[src/rtl/comparator_pkg.sv]
//------------------------------------------------------------------------------
// Module : comparator_pkg
// Brief  : Shared types and constants for the sequential nibble comparator.
// Rev    : 1.0  initial release
//------------------------------------------------------------------------------
`default_nettype none

package comparator_pkg;

  localparam int NIBBLE_W = 4;

  typedef enum logic [1:0] {
    IDLE = 2'b00,
    CMP  = 2'b01,
    DONE = 2'b10
  } state_t;

  // Width of a counter that must hold the values 0..nib inclusive.
  function automatic int cnt_width(input int nib);
    return $clog2(nib + 1);
  endfunction

endpackage

`default_nettype wire

[src/rtl/comparator_seq_ctrl_if.sv]
//------------------------------------------------------------------------------
// Module : comparator_seq_ctrl_if
// Brief  : Request/result handshake bundle between control unit and comparator.
// Rev    : 1.0  initial release
//------------------------------------------------------------------------------
`default_nettype none

interface comparator_seq_ctrl_if
  import comparator_pkg::*;
#(
  parameter int WIDTH = 16
);

  localparam int NIB   = WIDTH / NIBBLE_W;
  localparam int CNT_W = cnt_width(NIB);

  logic             start_valid;
  logic             start_ready;
  logic [WIDTH-1:0] a;
  logic [WIDTH-1:0] b;
  logic             res_valid;
  logic             res_ready;
  logic             eq;
  logic             gt;
  logic             lt;
  logic [CNT_W-1:0] nib_cnt;
  logic             busy;

  modport master (
    output start_valid, a, b, res_ready,
    input  start_ready, res_valid, eq, gt, lt, nib_cnt, busy
  );

  modport slave (
    input  start_valid, a, b, res_ready,
    output start_ready, res_valid, eq, gt, lt, nib_cnt, busy
  );

endinterface

`default_nettype wire

[src/rtl/comparator_4bit.sv]
//------------------------------------------------------------------------------
// Module : comparator_4bit
// Brief  : Combinational unsigned 4-bit magnitude comparator slice.
// Rev    : 1.0  initial release
//------------------------------------------------------------------------------
`default_nettype none

module comparator_4bit (
  input  wire logic [3:0] i_a,
  input  wire logic [3:0] i_b,
  output logic            o_eq,
  output logic            o_gt,
  output logic            o_lt
);

  assign o_eq = (i_a == i_b);
  assign o_gt = (i_a >  i_b);
  assign o_lt = (i_a <  i_b);

endmodule

`default_nettype wire

[src/rtl/comparator_seq_ctrl.sv]
//------------------------------------------------------------------------------
// Module : comparator_seq_ctrl
// Brief  : Multi-cycle WIDTH-bit magnitude comparator walking one nibble per
//          cycle MSB first through a shared 4-bit slice. Define SIGNED_CMP_EN
//          for two's-complement comparison.
// Rev    : 1.0  initial release
//------------------------------------------------------------------------------
`default_nettype none

module comparator_seq_ctrl
  import comparator_pkg::*;
#(
  parameter int WIDTH = 16
) (
  input  wire logic            clk,
  input  wire logic            rst_n,
  comparator_seq_ctrl_if.slave bus
);

  localparam int NIB   = WIDTH / NIBBLE_W;
  localparam int CNT_W = cnt_width(NIB);
  localparam int IDX_W = (NIB > 1) ? $clog2(NIB) : 1;

  localparam logic [IDX_W-1:0] c_last_idx = IDX_W'(NIB - 1);

  state_t           r_state;
  logic [WIDTH-1:0] r_a;
  logic [WIDTH-1:0] r_b;
  logic [IDX_W-1:0] r_idx;
  logic             r_res_valid;
  logic             r_eq;
  logic             r_gt;
  logic             r_lt;
  logic             r_busy;
  logic [CNT_W-1:0] r_nib_cnt;

  logic [NIBBLE_W-1:0] w_a_nib;
  logic [NIBBLE_W-1:0] w_b_nib;
  logic                w_eq;
  logic                w_gt;
  logic                w_lt;

`ifdef SIGNED_CMP_EN
  // Flipping the sign bit maps two's-complement order onto unsigned order.
  logic [NIBBLE_W-1:0] w_sign_flip;
  assign w_sign_flip = {(r_idx == c_last_idx), {(NIBBLE_W-1){1'b0}}};
  assign w_a_nib     = r_a[r_idx*NIBBLE_W +: NIBBLE_W] ^ w_sign_flip;
  assign w_b_nib     = r_b[r_idx*NIBBLE_W +: NIBBLE_W] ^ w_sign_flip;
`else
  assign w_a_nib     = r_a[r_idx*NIBBLE_W +: NIBBLE_W];
  assign w_b_nib     = r_b[r_idx*NIBBLE_W +: NIBBLE_W];
`endif

  comparator_4bit u_slice (
    .i_a  (w_a_nib),
    .i_b  (w_b_nib),
    .o_eq (w_eq),
    .o_gt (w_gt),
    .o_lt (w_lt)
  );

  always_ff @(posedge clk or negedge rst_n) begin
    if (!rst_n) begin
      r_state     <= IDLE;
      r_a         <= '0;
      r_b         <= '0;
      r_idx       <= '0;
      r_res_valid <= 1'b0;
      r_eq        <= 1'b0;
      r_gt        <= 1'b0;
      r_lt        <= 1'b0;
      r_busy      <= 1'b0;
      r_nib_cnt   <= '0;
    end else begin
      case (r_state)
        IDLE: begin
          if (bus.start_valid) begin
            r_a       <= bus.a;
            r_b       <= bus.b;
            r_idx     <= c_last_idx;
            r_nib_cnt <= '0;
            r_busy    <= 1'b1;
            r_state   <= CMP;
          end
        end
        CMP: begin
          r_nib_cnt <= r_nib_cnt + 1'b1;
          if (w_gt || w_lt) begin
            r_eq        <= 1'b0;
            r_gt        <= w_gt;
            r_lt        <= w_lt;
            r_res_valid <= 1'b1;
            r_state     <= DONE;
          end else if (w_eq && (r_idx == '0)) begin
            r_eq        <= 1'b1;
            r_gt        <= 1'b0;
            r_lt        <= 1'b0;
            r_res_valid <= 1'b1;
            r_state     <= DONE;
          end else begin
            r_idx <= r_idx - 1'b1;
          end
        end
        DONE: begin
          // Leaving via IDLE guarantees no accept in the consume cycle.
          if (bus.res_ready) begin
            r_res_valid <= 1'b0;
            r_busy      <= 1'b0;
            r_state     <= IDLE;
          end
        end
        default: r_state <= IDLE;
      endcase
    end
  end

  assign bus.start_ready = (r_state == IDLE);
  assign bus.res_valid   = r_res_valid;
  assign bus.eq          = r_eq;
  assign bus.gt          = r_gt;
  assign bus.lt          = r_lt;
  assign bus.nib_cnt     = r_nib_cnt;
  assign bus.busy        = r_busy;

endmodule

`default_nettype wire

[src/flat_wrapper.sv]
// flat-port wrapper written by rule: the top's interface ports become plain ports
module comparator_seq_ctrl_flat import comparator_pkg::*;
#(
  parameter int WIDTH = 16
)
  (clk, rst_n, bus_start_valid, bus_a, bus_b, bus_res_ready, bus_start_ready, bus_res_valid, bus_eq, bus_gt, bus_lt, bus_nib_cnt, bus_busy);
  comparator_seq_ctrl_if #(.WIDTH(WIDTH)) bus_i ();
  input  wire logic clk;
  input  wire logic rst_n;
  input wire logic [$bits(bus_i.start_valid)-1:0] bus_start_valid;
  input wire logic [$bits(bus_i.a)-1:0] bus_a;
  input wire logic [$bits(bus_i.b)-1:0] bus_b;
  input wire logic [$bits(bus_i.res_ready)-1:0] bus_res_ready;
  output wire logic [$bits(bus_i.start_ready)-1:0] bus_start_ready;
  output wire logic [$bits(bus_i.res_valid)-1:0] bus_res_valid;
  output wire logic [$bits(bus_i.eq)-1:0] bus_eq;
  output wire logic [$bits(bus_i.gt)-1:0] bus_gt;
  output wire logic [$bits(bus_i.lt)-1:0] bus_lt;
  output wire logic [$bits(bus_i.nib_cnt)-1:0] bus_nib_cnt;
  output wire logic [$bits(bus_i.busy)-1:0] bus_busy;
  assign bus_i.start_valid = bus_start_valid;
  assign bus_i.a = bus_a;
  assign bus_i.b = bus_b;
  assign bus_i.res_ready = bus_res_ready;
  assign bus_start_ready = bus_i.start_ready;
  assign bus_res_valid = bus_i.res_valid;
  assign bus_eq = bus_i.eq;
  assign bus_gt = bus_i.gt;
  assign bus_lt = bus_i.lt;
  assign bus_nib_cnt = bus_i.nib_cnt;
  assign bus_busy = bus_i.busy;
  comparator_seq_ctrl #(.WIDTH(WIDTH)) u_core (.clk(clk), .rst_n(rst_n), .bus(bus_i));
endmodule
[config.mk]
export PLATFORM = sky130hd
export DESIGN_NAME = comparator_seq_ctrl_flat
export DESIGN_NICKNAME = d
export VERILOG_FILES = /design/src/rtl/comparator_pkg.sv /design/src/rtl/comparator_seq_ctrl_if.sv /design/src/rtl/comparator_4bit.sv /design/src/rtl/comparator_seq_ctrl.sv /design/src/flat_wrapper.sv
export SDC_FILE = /design/constraint.sdc
export NUM_CORES = 1
export LEC_CHECK = 0
export CAP_MARGIN = 20
export CORE_AREA = 8 8 63 92
export CTS_CLUSTER_SIZE = 28
export DETAILED_ROUTE_END_ITERATION = 8
export DIE_AREA = 0 0 71 100
export HOLD_SLACK_MARGIN = 0.06
export PLACE_DENSITY = 0.79
export SYNTH_ARGS = -nofsm -noshare
export SYNTH_HDL_FRONTEND = slang
export SYNTH_HIERARCHICAL = 1
export SYNTH_SLANG_ARGS = --single-unit
[constraint.sdc]
create_clock -name clk -period 3.5 [get_ports clk]
set_input_delay 0.7 -clock clk [delete_from_list [all_inputs] [get_ports clk]]
set_output_delay 0.7 -clock clk [all_outputs]
set_load 0.03 [all_outputs]
## Word level (Yosys, flattened, before mapping)

Cells that the tools add are included.

- Memories: 0
- Flip-flop bits (word level): 44
- Bits in latches: 0
- Output and inout port bits: 9
- ROM bits: 0
- Bits in writable memories: 0

- Divide/modulo/power cells: 0
- Order comparisons: 2
- Shifts and indexed selects: 2
- Equality and inequality tests: 8
- Add/sub/neg operators: 2
- Bitwise logic cells: 0
- $mul: 0
- Reductions and logical operators: 15
- Multiplexer cells: 21

Operator list:

| cell | count |
|---|---|
| $shiftx A16 B5 Y4 | 2 |
| $mux W2 | 7 |
| $reduce_and A3 Y1 | 3 |
| $mux W1 | 8 |
| $ne A2 B2 Y1 const B | 4 |
| $reduce_bool A2 Y1 | 4 |
| $pmux W2 S3 | 1 |
| $pmux W3 S2 | 1 |
| $reduce_and A2 Y1 | 3 |
| $eq A4 B4 Y1 | 1 |
| $gt A4 B4 Y1 | 1 |
| $logic_not A2 Y1 | 2 |
| $lt A4 B4 Y1 | 1 |
| $pmux W1 S2 | 2 |
| $pmux W2 S2 | 1 |
| $reduce_and A4 Y1 | 1 |
| $add A3 B1 Y3 const B | 1 |
| $mux W3 | 1 |
| $ne A3 B1 Y1 const B | 1 |
| $eq A2 B1 Y1 const B | 1 |
| $eq A2 B2 Y1 const B | 1 |
| $sub A2 B1 Y2 const B | 1 |
| $logic_and A1 B1 Y1 | 1 |
| $logic_or A1 B1 Y1 | 1 |

## Depth between registers and ports, before layout

Gate-level depths: netlist of the first run.

- Word-level depth: 6
- Mapped depth: 10

## By module

The synthesis of the first run kept the hierarchy.

Modules (own cells, without submodules):

| module | sequential area each (sq um) | area each (sq um) | cells an instance | times used |
|---|---|---|---|---|
| comparator_seq_ctrl | 1,101.1 | 2,074.5 | 133 | 1 |
| comparator_4bit | 0.0 | 128.9 | 16 | 1 |

## Least setup slack after synthesis of the first run

OpenSTA, ideal clock, no wires.

- Kind: reg-to-reg
- Start: register u_core.r_idx[0]
- End: register u_core.r_state[1]
- Data arrival time: 2.356 ns
- Cell stages (with the launch flop): 10
- Path slack: 1.015 ns
- Path buffers: 1
- Path through: dfrtp_1 -> buf_4 -> mux4_2 -> ha_1 -> nand2_1 -> o21bai_4 -> and2_1 -> a211oi_2 -> nand2b_1 -> o21ai_0

- Word-level cells in the longest chain between the ends: 5
- Elaborated cells on any way between the ends: 12
- Those cells by class: order compare: 2; eq/ne: 2; shift: 2; mux: 2; reduce/logical: 4

Ends and longest elaborated chain:

| what | RTL line | source |
|---|---|---|
| start: declaration | comparator_seq_ctrl.sv:29 | `logic [IDX_W-1:0] r_idx;` |
| start signal: assignment | comparator_seq_ctrl.sv:80 | `r_idx <= c_last_idx;` |
| start signal: assignment | comparator_seq_ctrl.sv:101 | `r_idx <= r_idx - 1'b1;` |
| $shiftx A16 B5 Y4 (*) | comparator_seq_ctrl.sv:50 | `assign w_a_nib = r_a[r_idx*NIBBLE_W +: NIBBLE_W];` |
| net u_core.w_a_nib[3] | comparator_seq_ctrl.sv:37 | `logic [NIBBLE_W-1:0] w_a_nib;` |
| $lt A4 B4 Y1 (*) | comparator_4bit.sv:18 | `assign o_lt = (i_a < i_b);` |
| net u_core.w_lt | comparator_seq_ctrl.sv:41 | `logic w_lt;` |
| $logic_or A1 B1 Y1 (*) | comparator_seq_ctrl.sv:88 | `if (w_gt \|\| w_lt) begin` |
| $ne A3 B1 Y1 (no line) / $mux W2 (equally long branches) | n/a |  |
| $reduce_and A3 Y1 (no line) / $pmux W2 S3 (equally long branches) | n/a |  |
| end signal: assignment | comparator_seq_ctrl.sv:83 | `r_state <= CMP;` |
| end signal: assignment | comparator_seq_ctrl.sv:93 | `r_state <= DONE;` |
| end signal: assignment | comparator_seq_ctrl.sv:99 | `r_state <= DONE;` |
| end: declaration | comparator_seq_ctrl.sv:26 | `state_t r_state;` |

The timed path passes the listed nets; every way through them passes the cells marked *.
A chain may end at the register's enable or synchronous reset.

## Worst setup path after layout of the first run

Ends and elaborated chain as after synthesis.

==> summary.md, run 1 <==
| Metric | Value |
|---|---|
| Ant diodes | `0` |
| Critical path launch point type | `register` |
| Worst path buffer plus inverter count | `0` |
| Share of total power in combinational logic | `0.512` |
| Synthesized flop and latch total | `44` |
| Tmin final | `slightly below 3 ns` |
| Syn-to-layout area delta | `24.1%` |
| DR DRC count | `0` |
| Main synth FF type | `dfrtp_1` |
| Max-cap viol count | `0` |
| Avg Cell Area, Syn | `14.8 µm²` |
| Fillers | `~360` |
| CP Class | `register to register` |
| Width of the die | `slightly above 70 µm` |
| Final Non-Filler Cells | `242` |
| Peak supply drop | `about 0.4 mV` |
| WL/cell | `17.9 µm` |
| Worst skew pair latency | `about 0.3 ns` |
| Layout cells sized above 1 | `0.289` |
| Seq pwr share | `0.350` |
| Dpl hpwl | `approximately 3.4 mm` |
| Initial DRC count | `39` |
| Clk buf depth | `2` |
| LEAKAGE | `approximately 1.2 nW` |
| DR vias/cell | `approximately 5.5` |
| Slowest-stage cell, CP | `dfrtp_1` |
| Tcrit/Tclk final | `0.829` |
| Max Slew Vio Count | `0` |
| Die Area | `roughly 7000 µm²` |
| Ys Warns | `6` |
| Status | `complete, no violations` |
| Post-CTS Resized | `0` |
| Worst Path Required | `~3.7 ns` |
| # clock sinks | `44` |
| Hold_ws | `0.508 ns` |
| Drt pass-1 iters | `4` |
| Worst-path fanout max | `11` |
| WP data arrival | `roughly 3 ns` |
| Final Core Density | `0.617` |
| Cell Area, Synth | `2200 µm²` |
| Row cnt | `30` |
| Clock power share | `0.138` |
| Endpoint type of the worst setup path | `register` |
| Grt ovf | `0` |
| Final antenna-violating net count | `0` |
| Vias | `approximately 1300` |
| RSZ-0062 raised after global routing | `false` |
| Final nets | `235` |
| Top-count cell post-synth | `dfrtp_1` |
| Max Freq | `about 340 MHz` |
| Hold Path Class | `register to register` |
| Rel. slew slack | `0.385` |
| Net Count, Synth | `~190` |
| Post-Synthesis Cells | `149` |
| CTS tree | `built` |
| Worst Tran Pin Value | `0.923 ns` |
| Antenna violations before repair | `0` |
| Power per cell area | `between 1000 and 1500 nW/µm²` |
| Total clock buffers created by CTS | `5` |
| Die height | `approximately 100 µm` |
| Netlist cell types | `30` |
| Initial Util | `0.497` |
| Area of the multi-input gates | `between 900 and 1000 µm²` |
| # IOs | `45` |
| Top cells by count, synth | `44 x dfrtp_1, 20 x mux2_4, 12 x mux2_2` |
| Final setup violation count | `0` |
| Vias in the first global route | `approximately 1500` |
| Core Box Area | `roughly 4400 µm²` |
| Largest delay share family, worst path | `compound AO/OA/AOI/OAI gates` |
| Pint | `1.77 mW` |
| Synth async-reset ratio | `1.00` |
| Largest cells by area after synthesis | `dfrtp_1 50%, mux2_4 14%, mux4_2 8.2%, mux2_2 6.1%, ha_1 3.4%` |
| FF/Latch Area | `1100 µm²` |
| Sw Ratio | `0.361` |
| H-Tree Depth | `2` |
| Post-CTS Setup Inserts | `0` |
| Fin. Hold Viols | `0` |
| Dpl cells | `around 230` |
| Top-area cell type share of the netlist area | `0.500` |
| Final GP Congestion | `0.834` |
| Sw power | `between 1 and 1.5 mW` |
| Yosys top cell by area | `dfrtp_1` |
| Largest net degree at the start of global routing | `45` |
| Critical path, cell by cell | `mux4_2 > ha_1 > nand2_1 > o21bai_4 > and2_1 > a211oi_2 > nand2b_1 > o21ai_0` |
| Post-Route Setup TNS | `0 ns` |
| Clock root buffer | `clkbuf_8` |
| GRT Overall Usage | `0.127` |
| Hold buffer count at CTS | `0` |
| Clock transition at path regs | `approximately 0.090 ns` |
| Post-synthesis sequential area ratio | `0.500` |
| Port bufs | `44` |
| Clk_skew | `0.00897 ns` |
| WL final | `4.32 mm` |
| First-pass GRT wire length | `7.17 mm` |
| EDFF count, synth | `0` |
| Crit-path max cell delay | `0.69 ns` |
## worst paths after layout
kind / startpoint / endpoint / slack, ns / cells after the start
setup / recovery: u_core/r_idx[0]$_DFFE_PN0P_ / u_core/r_state[1]$_DFFE_PN0P_ / 0.60 / 8
hold reg to reg: u_core/bus.gt$_DFFE_PN0P_ / u_core/bus.gt$_DFFE_PN0P_ / 0.51 / 1
hold / removal: u_core/bus.gt$_DFFE_PN0P_ / u_core/bus.gt$_DFFE_PN0P_ / 0.51 / 1
min in group asynchronous: rst_n / u_core/r_a[2]$_DFFE_PN0P_ / 0.54 / 1
setup reg to reg: u_core/r_idx[0]$_DFFE_PN0P_ / u_core/r_state[1]$_DFFE_PN0P_ / 0.60 / 8
max in group asynchronous: rst_n / u_core/r_b[8]$_DFFE_PN0P_ / 2.39 / 1
## registers in the layout, summed over array words and instances (netlist names)
signal and cells:
u_core/r_a 16, u_core/r_b 16, u_core/bus.nib_cnt 3, u_core/r_idx 2, u_core/r_state 2, u_core/bus.busy 1, u_core/bus.eq 1, u_core/bus.gt 1
u_core/bus.lt 1, u_core/bus.res_valid 1
## placed cells by master (no fill, tap or decap), types with 2 or more instances in the layout
cell,count
dfrtp_1,44
clkdlybuf4s50_1,43
mux2_4,20
mux2_2,12
inv_1,9
mux4_2,8
nand2_1,8
ha_1,6
clkbuf_8,5
nor2_1,5
o21ai_0,5
a21oi_1,4
a22o_1,3
o21bai_1,2
nand3_1,2
o311a_1,2
## through the flow
step	instance area (µm²)	power, mW	setup WS [ns]
after floorplan	2200	2.08	1.01
after global placement	2620	2.33	0.722
after detailed placement	2620	2.40	0.625
after CTS	2730	2.80	0.574
after global routing	2730	2.94	0.417
final	2730	2.77	0.598
## power groups by stage
stage	Clock (mW)	Combinational [mW]	Sequential [mW]
after floorplan	0	1.13	0.952
after CTS	0.390	1.43	0.979
final	0.383	1.42	0.972
after detailed placement	0	1.41	0.988
after global placement	0	1.35	0.970
after global routing	0.412	1.52	1.01
## routing by layer
metal / global-route usage / vias up / routed length (µm)
met4: 0.0483 / 0 / 82
met5: 0 / - / 0
met1: 0.126 / 667 / 1620
met2: 0.238 / 36 / 2410
met3: 0.0379 / 10 / 210
li1: - / 617 / -
## cells by family after synthesis
logic type                 Yosys count  share of synthesized area
DFF                                 44                      0.500
muxes                               41                      0.284
and+or+nand+nor                     22                     0.0608
AOI/OAI and AO/OA                   20                     0.0715
buffers and inverters               16                     0.0500
adders and majority gates            6                     0.0341
## area by class of cell
type                       instances  share of cell area
clock buffer                       5              0.0252
timing repair buffer              44               0.159
multi-input combinational         89               0.363
sequential                        44               0.403
inverter                           9              0.0124
tap                               48              0.0220
clock inverter                     3              0.0156
(Power assumes the default switching activity.)
==> run 2: changes to the inputs <==
clock period = 2.89 ns   (was 3.5 ns; I/O delays follow)
==> run 2 against run 1 <==
  * Global-route usage increased by 0.92 points
  * Largest cell class unchanged
  * Sequential power increased by 20%
  * Count of clock-buffer cells in the layout unchanged
  * Power increased by 23%
  * Register-to-register slack got worse by 0.33 ns
  * Worst setup slack got worse by 0.33 ns
  * Critical path depth increased by 1
  * Critical endpoint unchanged
  * Die area unchanged
  * Sequential cell count unchanged
  * Combinational power increased by 27%
  * Clock power increased by 16%
==> summary.md, run 2 (synthesized netlist as in run 1, its figures left out) <==
| Metric | Value |
|---|---|
| Status | `complete, no violations` |
| Clock transition at path regs | `0.08 ns` |
| Clock root buffer | `clkbuf_8` |
| Final GP Congestion | `roughly 0.84` |
| Max-cap viol count | `0` |
| First-pass GRT wire length | `roughly 7.6 mm` |
| GRT Overall Usage | `0.136` |
| Endpoint type of the worst setup path | `register` |
| Fillers | `approximately 360` |
| Core Box Area | `4430 µm²` |
| Power per cell area | `between 1000 and 1500 nW/µm²` |
| Dpl hpwl | `3.35 mm` |
| Hold Path Class | `input pin to asynchronous set/reset pin` |
| Width of the die | `about 70 µm` |
| RSZ-0062 raised after global routing | `false` |
| Critical path launch point type | `register` |
| Final nets | `around 240` |
| Initial Util | `0.497` |
| # clock sinks | `44` |
| Syn-to-layout area delta | `24.2%` |
| WP data arrival | `between 2 and 3 ns` |
| Layout cells sized above 1 | `0.290` |
| Antenna violations before repair | `0` |
| Crit-path max cell delay | `~0.52 ns` |
| Row cnt | `30` |
| Final Core Density | `0.618` |
| Max Slew Vio Count | `0` |
| Slowest-stage cell, CP | `mux4_2` |
| Die Area | `a little over 7000 µm²` |
| Final setup violation count | `0` |
| CTS tree | `built` |
| Clk buf depth | `2` |
| Post-CTS Setup Inserts | `0` |
| Die height | `100 µm` |
| Sw Ratio | `0.365` |
| Total clock buffers created by CTS | `5` |
| Final Non-Filler Cells | `between 200 and 250` |
| Share of total power in combinational logic | `0.528` |
| Tcrit/Tclk final | `0.908` |
| CP Class | `register to register` |
| Commonest cells after routing, fill and taps aside | `43 x clkdlybuf4s50_1, 43 x dfrtp_1, 20 x mux2_4` |
| Pint | `2.17 mW` |
| Peak supply drop | `a little under 0.6 mV` |
| Rel. slew slack | `0.356` |
| Seq pwr share | `0.342` |
| Final antenna-violating net count | `0` |
| DR DRC count | `0` |
| Clk_skew | `between 0.007 and 0.008 ns` |
| Drt pass-1 iters | `4` |
| Sw power | `approximately 1.2 mW` |
| H-Tree Depth | `2` |
| Worst-path fanout max | `7` |
| Largest net degree at the start of global routing | `45` |
| Dpl cells | `235` |
| Port bufs | `44` |
| Vias | `~1300` |
| Post-Route Setup TNS | `0 ns` |
| Critical path, cell by cell | `buf_4 > mux4_2 > ha_1 > nand2_1 > nor2_1 > a21oi_2 > a211oi_4 > nand2b_1 > o21ai_0` |
| Max Freq | `381 MHz` |
| Tmin final | `about 2.6 ns` |
| Fin. Hold Viols | `0` |
| # IOs | `45` |
| Grt ovf | `0` |
| LEAKAGE | `between 1 and 1.5 nW` |
| Clock power share | `0.130` |
| Worst Path Required | `a little over 3 ns` |
| WL/cell | `18.7 µm` |
| Worst Tran Pin Value | `between 0.9 and 1 ns` |
| Initial DRC count | `63` |
| DR vias/cell | `roughly 5.6` |
| Ant diodes | `0` |
| Vias in the first global route | `1556` |
| WL final | `4.50 mm` |
| Worst skew pair latency | `about 0.29 ns` |
[run 2: cell type report]
type / instances / area, µm² / area share
Multi-Input combinational cell: 89 / 1000 / 0.365
Tap cell: 48 / 60.1 / 0.0219
Sequential cell: 44 / 1100 / 0.403
Clock inverter: 1 / 30.0 / 0.0110
Timing Repair Buffer: 45 / 443 / 0.162
Clock buffer: 5 / 68.8 / 0.0251
Inverter: 9 / 33.8 / 0.0123
[run 2: repair_timing]
item,in CTS,in global routing
hold endpoints to repair,0,0
resized for setup,0,2
setup endpoints to repair,0,7
hold buffers,0,0
[run 2: final timing paths]
path	endpoint	cells after the start	start	slack, ns
setup reg to reg	u_core/r_state[1]$_DFFE_PN0P_	9	u_core/r_idx[0]$_DFFE_PN0P_	0.26
hold reg to reg	u_core/r_b[15]$_DFFE_PN0P_	1	u_core/r_b[15]$_DFFE_PN0P_	0.51
max in group asynchronous	u_core/r_idx[0]$_DFFE_PN0P_	1	rst_n	1.79
hold / removal	u_core/r_a[4]$_DFFE_PN0P_	1	rst_n	0.44
min in group clk	u_core/r_b[15]$_DFFE_PN0P_	1	u_core/r_b[15]$_DFFE_PN0P_	0.51
setup / recovery	u_core/r_state[1]$_DFFE_PN0P_	9	u_core/r_idx[0]$_DFFE_PN0P_	0.26
[run 2: critical path: cells and delay by family (launching register included)]
kind | cells | cell delay [ns]
compound gates | 3 | 0.53
mux | 1 | 0.52
simple gates | 3 | 0.52
flops | 1 | 0.46
fa+ha+maj | 1 | 0.30
buf+inv | 1 | 0.20
[run 2: power by group through the flow]
| stage | Combinational, mW | Clock, mW | Sequential, mW |
|---|---|---|---|
| floorplan | 1.36 | 0 | 1.15 |
| CTS | 1.77 | 0.451 | 1.17 |
| global placement | 1.66 | 0 | 1.16 |
| detailed placement | 1.75 | 0 | 1.17 |
| finish | 1.80 | 0.444 | 1.17 |
| global route | 1.94 | 0.480 | 1.22 |
[run 2: per-layer routing]
layer,global-route usage,vias up,share of wire
li1,-,617,-
met1,0.150,681,0.39
met2,0.239,38,0.55
met3,0.0409,4,0.054
met4,0.0483,0,0.0084
met5,0,-,0
[run 2: metrics by stage]
| stage | setup WS, ns | power [mW] | area [µm²] | hold WS [ns] |
|---|---|---|---|---|
| after global placement | 0.258 | 2.82 | 2630 | 0.489 |
| after detailed placement | 0.106 | 2.92 | 2630 | 0.489 |
| after floorplan | 0.405 | 2.52 | 2200 | 0.282 |
| after global routing | 0.123 | 3.63 | 2740 | 0.518 |
| after CTS | 0.0901 | 3.39 | 2730 | 0.471 |
| final | 0.264 | 3.41 | 2740 | 0.443 |
